**config.mk**
```make
export PLATFORM = sky130hd
export DESIGN_NAME = reg_writeback
export DESIGN_NICKNAME = d
export VERILOG_FILES = /design/src/rtl/reg_writeback.sv
export SDC_FILE = /design/constraint.sdc
export NUM_CORES = 1
export LEC_CHECK = 0
export ABC_AREA = 1
export CORE_AREA = 2 2 145 147
export DETAILED_ROUTE_END_ITERATION = 6
export DIE_AREA = 0 0 147 149
export GPL_ROUTABILITY_DRIVEN = 0
export PLACE_DENSITY = 0.74
export SLEW_MARGIN = 20
export SYNTH_ARGS = -nofsm -noshare
export SYNTH_HDL_FRONTEND = slang
export SYNTH_SLANG_ARGS = --single-unit
```
**constraint.sdc**
```tcl
create_clock -name CLK -period 3.4 [get_ports CLK]
set_clock_uncertainty 0.15 [all_clocks]
set_input_delay 0.68 -clock CLK [delete_from_list [all_inputs] [get_ports CLK]]
set_output_delay 0.68 -clock CLK [all_outputs]
set_load 0.01 [all_outputs]
```
**src/rtl/reg_writeback.sv**
```systemverilog
// Write-side front end of the register file: merges ALU results and buffered
// load results onto one registered write port, with a starvation guard for loads.

module reg_writeback_slot (
  input  logic        CLK,
  input  logic        RSTN,
  input  logic        push,
  input  logic        pop,
  input  logic [4:0]  rd_in,
  input  logic [31:0] data_in,
  output logic        vld,
  output logic [4:0]  rd,
  output logic [31:0] data,
  output logic [31:0] pend
);
  always_ff @(posedge CLK) begin
    if (!RSTN) begin
      vld  <= 1'b0;
      rd   <= '0;
      data <= '0;
    end else if (push) begin
      vld  <= 1'b1;
      rd   <= rd_in;
      data <= data_in;
    end else if (pop) begin
      vld  <= 1'b0;
    end
  end

  // r0 is never pushed, but keep its pending bit hard zero regardless
  always_comb begin
    pend = '0;
    if (vld) pend[rd] = 1'b1;
    pend[0] = 1'b0;
  end
endmodule

module reg_writeback #(
  parameter int DEPTH      = 4,
  parameter int STARVE_MAX = 3
) (
  input  logic        CLK,
  input  logic        RSTN,
  input  logic        ALU_VALID,
  input  logic [4:0]  ALU_RD,
  input  logic [31:0] ALU_DATA,
  input  logic        LSU_VALID,
  input  logic [4:0]  LSU_RD,
  input  logic [31:0] LSU_DATA,
  output logic        LSU_READY,
  output logic        STALL_REQ,
  output logic [31:0] PEND,
  output logic [4:0]  RD,
  output logic [31:0] DIN,
  output logic        WR
);
  localparam int AW = (DEPTH > 1) ? $clog2(DEPTH) : 1;
  localparam int SW = $clog2(STARVE_MAX + 1);
  localparam logic [AW:0]   FULL = (AW+1)'(DEPTH);
  localparam logic [SW-1:0] SMAX = SW'(STARVE_MAX);

  logic [AW-1:0] wptr, rptr;
  logic [AW:0]   count;
  logic [SW-1:0] starve;

  logic [DEPTH-1:0]             slot_vld;
  logic [DEPTH-1:0][4:0]        slot_rd;
  logic [DEPTH-1:0][31:0]       slot_data;
  logic [DEPTH-1:0][31:0]       slot_pend;
  logic [DEPTH-1:0]             slot_push, slot_pop;

  logic nonempty, alu_ok, push_en, pop_en, sel_alu;

  assign nonempty  = (count != '0);
  assign LSU_READY = (count < FULL);
  assign STALL_REQ = (starve == SMAX) && nonempty;
  assign alu_ok    = ALU_VALID && (ALU_RD != 5'd0);
  // rd==0 loads complete the handshake but are dropped here
  assign push_en   = LSU_VALID && LSU_READY && (LSU_RD != 5'd0);
  assign pop_en    = STALL_REQ || (!alu_ok && nonempty);
  assign sel_alu   = !STALL_REQ && alu_ok;

  for (genvar i = 0; i < DEPTH; i++) begin : g_slot
    localparam logic [AW-1:0] IDX = AW'(i);
    assign slot_push[i] = push_en && (wptr == IDX);
    assign slot_pop[i]  = pop_en  && (rptr == IDX);
    reg_writeback_slot u_slot (
      .CLK     (CLK),
      .RSTN    (RSTN),
      .push    (slot_push[i]),
      .pop     (slot_pop[i]),
      .rd_in   (LSU_RD),
      .data_in (LSU_DATA),
      .vld     (slot_vld[i]),
      .rd      (slot_rd[i]),
      .data    (slot_data[i]),
      .pend    (slot_pend[i])
    );
  end

  always_comb begin
    PEND = '0;
    for (int i = 0; i < DEPTH; i++) PEND = PEND | slot_pend[i];
  end

  always_ff @(posedge CLK) begin
    if (!RSTN) begin
      wptr  <= '0;
      rptr  <= '0;
      count <= '0;
    end else begin
      if (push_en) wptr <= wptr + 1'b1;
      if (pop_en)  rptr <= rptr + 1'b1;
      case ({push_en, pop_en})
        2'b10:   count <= count + 1'b1;
        2'b01:   count <= count - 1'b1;
        default: count <= count;
      endcase
    end
  end

  // Counts consecutive ALU wins over a waiting load; saturates at SMAX
  always_ff @(posedge CLK) begin
    if (!RSTN)                          starve <= '0;
    else if (pop_en || !nonempty)       starve <= '0;
    else if (sel_alu && starve != SMAX) starve <= starve + 1'b1;
  end

  always_ff @(posedge CLK) begin
    if (!RSTN) begin
      WR  <= 1'b0;
      RD  <= '0;
      DIN <= '0;
    end else if (pop_en) begin
      WR  <= 1'b1;
      RD  <= slot_rd[rptr];
      DIN <= slot_data[rptr];
    end else if (sel_alu) begin
      WR  <= 1'b1;
      RD  <= ALU_RD;
      DIN <= ALU_DATA;
    end else begin
      WR  <= 1'b0;
    end
  end

  logic unused_vld;
  assign unused_vld = ^slot_vld;
endmodule

```
==> metrics.txt, run 1 <==
critical path's largest stage delay 0.54 ns; Max-cap violations 0; antenna viol nets, final 0; area grow syn2layout 22.7%; CP Capture Type primary output; WL/cell 14.7 um; worst reg2reg endpoint count[2]; Initial Util 48.7%; status finished, final reports clean; Ports 150; WP depth 5; DR pass1 iterations 6; final max-slew violation count 0; DRC 0; Max IR drop VDD 0.000396 V; Yosys cell types 31; crit path time final 3.29 ns; die width 147 um; CP delay by family, top simple AND/OR/NAND/NOR gates; CTS tree yes; leak pwr 5.35 nW; crit path from g_slot[0].u_slot.rd[3]; register bit total from synthesis 199; largest net degree at the start of global routing 91; hold depth 2; Clock Sinks 199; setup TNS 0 ns; placed insts 1864; GRT overflow 0; Hold Slack 0.303 ns; Worst-Skew Late Latency 0.44 ns; Detailed Route WL 27.8 mm; worst slew pin tran 0.893 ns; Core Box Area 20600 um2; Crit Path Category reg2out; fin cells 1896; Starting DRT DRC Count 768; Power, Total 0.00774 W; Critical Path AT 2.46 ns; HP Class reg2reg; initial antenna violation count 0; Post CTS Setup Buffer Count 0; Cell Chain, Critical Path inv_1 -> nor3_1 -> nand4_1 -> nand3_1 -> clkdlybuf4s50_1; Layout fillers 1950; Synth Instances 1502; syn_area_per_cell 6.67 um2; setup slack, reg-to-reg 1.01 ns; All-Layer GR Usage 25.3%; maximum fanout along the worst path 7; Final period util 96.6%; RSZ-0062 raised after global routing yes; row cnt 53; hpwl dp 18.9 mm; worst path buffer plus inverter count 2; highest clock rate 304 MHz; via-per-instance ratio 5.30; pwr/cell area 629 nW/um2; # diodes 0; clk slew on worst S/H paths 0.07 ns; CTS root buf clkbuf_16; FF-to-FF Start count[1]; sequential standard cell area 3990 um2; CP max stage cell clkdlybuf4s50_1; via count 10100; Die Y 149 um; Final Hold Viols 0; sequential share of the synthesized area 39.8%; DIE AREA 21900 um2; share of cells above drive strength 1 5.37%; vias in the first global route 9181; Syn. warnings 0; Max-slew headroom 40.5%; CTS max path bufs 2; Critical Path RT 2.57 ns; post-route cell area 12300 um2; total nets after synthesis 1591; Buffers on Ports 148; area of the mapped netlist 10000 um2; startpoint types register; final setup fails 0; CTS buffer count 17; DP Area 11700 um2; reg2reg path depth 13; global-route wire length before repair 45.2 mm; Setup crit end PEND[29]; htree depth 4; area of the multi-input gates 4720 um2; Nets 1697
[synthesized netlist by cell type, drive strengths merged]
| cell type | n | share of area, % |
|---|---|---|
| o21ai | 160 | 8.0 |
| o2111ai | 3 | 0.26 |
| inv | 224 | 8.4 |
| nor4 | 1 | 0.062 |
| nand4 | 15 | 0.94 |
| nand2 | 337 | 13 |
| dfxtp | 199 | 40 |
| a22oi | 15 | 1.1 |
| nor2 | 18 | 0.70 |
| conb | 1 | 0.037 |
| buf | 67 | 3.7 |
| a21oi | 169 | 8.4 |
| clkbuf | 29 | 1.1 |
| ha | 10 | 1.2 |
| nand3 | 203 | 10 |
| o211ai | 2 | 0.15 |
| o22ai | 6 | 0.37 |
| xor2 | 1 | 0.087 |
| fa | 1 | 0.20 |
| nor3 | 41 | 2.0 |
[state kept, by name, summed over array words and instances (netlist names)]
register and cells:
starve 2, g_slot.u_slot.vld 4, g_slot.u_slot.rd 20, DIN 32, wptr 2, RD 5
g_slot.u_slot.data 128, WR 1, rptr 2, count 3
[worst min-delay path, delay by kind of cell, from the launching register on]
kind                   cells  cell delay, ns
AO/OA/AOI/OAI              1            0.05
buffers and inverters      1            0.06
flip-flops                 1            0.30
[cells by family (layout without fill, tap and decap cells)]
family,Yosys count,after routing,share of synthesized area [%]
AO/OA/AOI/OAI,355,355,18.3
buffers and inverters,320,439,13.2
adder cells (fa/ha/maj),11,11,1.45
XOR/XNOR,1,1,0.0874
AND/OR/NAND/NOR,615,615,27.1
flip-flops,199,199,39.8
other,1,1,0.0374
[metrics by stage]
stage | util [%] | setup WS (ns)
floorplan | - | 0.840
global placement | 56.9 | 0.439
detailed placement | 56.9 | 0.383
CTS | 59.8 | 0.107
global route | 59.8 | -0.0229
finish | 59.8 | 0.114
[timing repair]
item / CTS / global route
gates resized for setup: 0 / 3
endpoints found under the setup margin: 0 / 4
hold buffers: 0 / 0
[power by group]
group | leakage (nW) | total (W) | switching [W] | internal, W
clock | 0.286 | 0.00200 | 0.000986 | 0.00101
combinational | 3.43 | 0.00288 | 0.00189 | 0.000984
sequential | 1.63 | 0.00286 | 0.000171 | 0.00269
[layer usage]
layer / vias up / GRT usage, % / wire length [um]
met2: 321 / 43.6 / 13600
met3: 61 / 4.37 / 1580
met4: 0 / 12.5 / 1030
met5: - / 0 / 0
li1: 5118 / - / -
met1: 4556 / 30.9 / 11600
[how the worst min path moves through the flow]
stage                                    from                   endpoint  slack [ns]
finish              g_slot[3].u_slot.data[30]  g_slot[3].u_slot.data[30]        0.30
global route        g_slot[3].u_slot.data[13]  g_slot[3].u_slot.data[13]        0.32
CTS                 g_slot[1].u_slot.data[31]  g_slot[1].u_slot.data[31]        0.30
detailed placement  g_slot[3].u_slot.data[13]  g_slot[3].u_slot.data[13]        0.29
global placement    g_slot[2].u_slot.data[21]  g_slot[2].u_slot.data[21]        0.29
floorplan           g_slot[3].u_slot.data[16]  g_slot[3].u_slot.data[16]        0.28
[final cells by class]
cell class | instances | area share, %
clock inverter | 13 | 1.07
timing repair buffer | 183 | 14.8
tap | 275 | 2.80
inverter | 224 | 6.86
sequential | 199 | 32.4
clock buffer | 19 | 3.68
multi-input combinational | 983 | 38.4
[placed cells by master (no fill, tap or decap), drive strengths merged]
cell	instances
buf	36
o2111ai	3
o22ai	6
clkbuf	19
nand4	15
clkdlybuf4s50	147
nand2	337
conb	1
nor3	41
fa	1
o211ai	2
inv	231
nor4	1
o21ai	160
nor2	18
nand3	203
xor2	1
dfxtp	199
ha	10
a21oi	169
clkinv	5
a22oi	15
clkinvlp	1
Note: power is estimated with default switching activity, not from simulation.
==> inputs of run 2 (changes only) <==
--- a/config.mk
+++ b/config.mk
@@ -7,6 +7,7 @@
 export LEC_CHECK = 0
 export ABC_AREA = 1
 export CORE_AREA = 2 2 145 147
+export CTS_CLUSTER_DIAMETER = 50
 export DETAILED_ROUTE_END_ITERATION = 6
 export DIE_AREA = 0 0 147 149
 export GPL_ROUTABILITY_DRIVEN = 0
==> results of run 2 <==
Final layout, timing and power as in run 1 (identical DEF).
==> inputs of run 3 (changes only) <==
--- a/config.mk
+++ b/config.mk
@@ -6,6 +6,7 @@
 export NUM_CORES = 1
 export LEC_CHECK = 0
 export ABC_AREA = 1
+export CAP_MARGIN = 0
 export CORE_AREA = 2 2 145 147
 export CTS_CLUSTER_DIAMETER = 50
 export DETAILED_ROUTE_END_ITERATION = 6
==> results of run 3 <==
Final layout, timing and power as in run 1 (identical DEF).
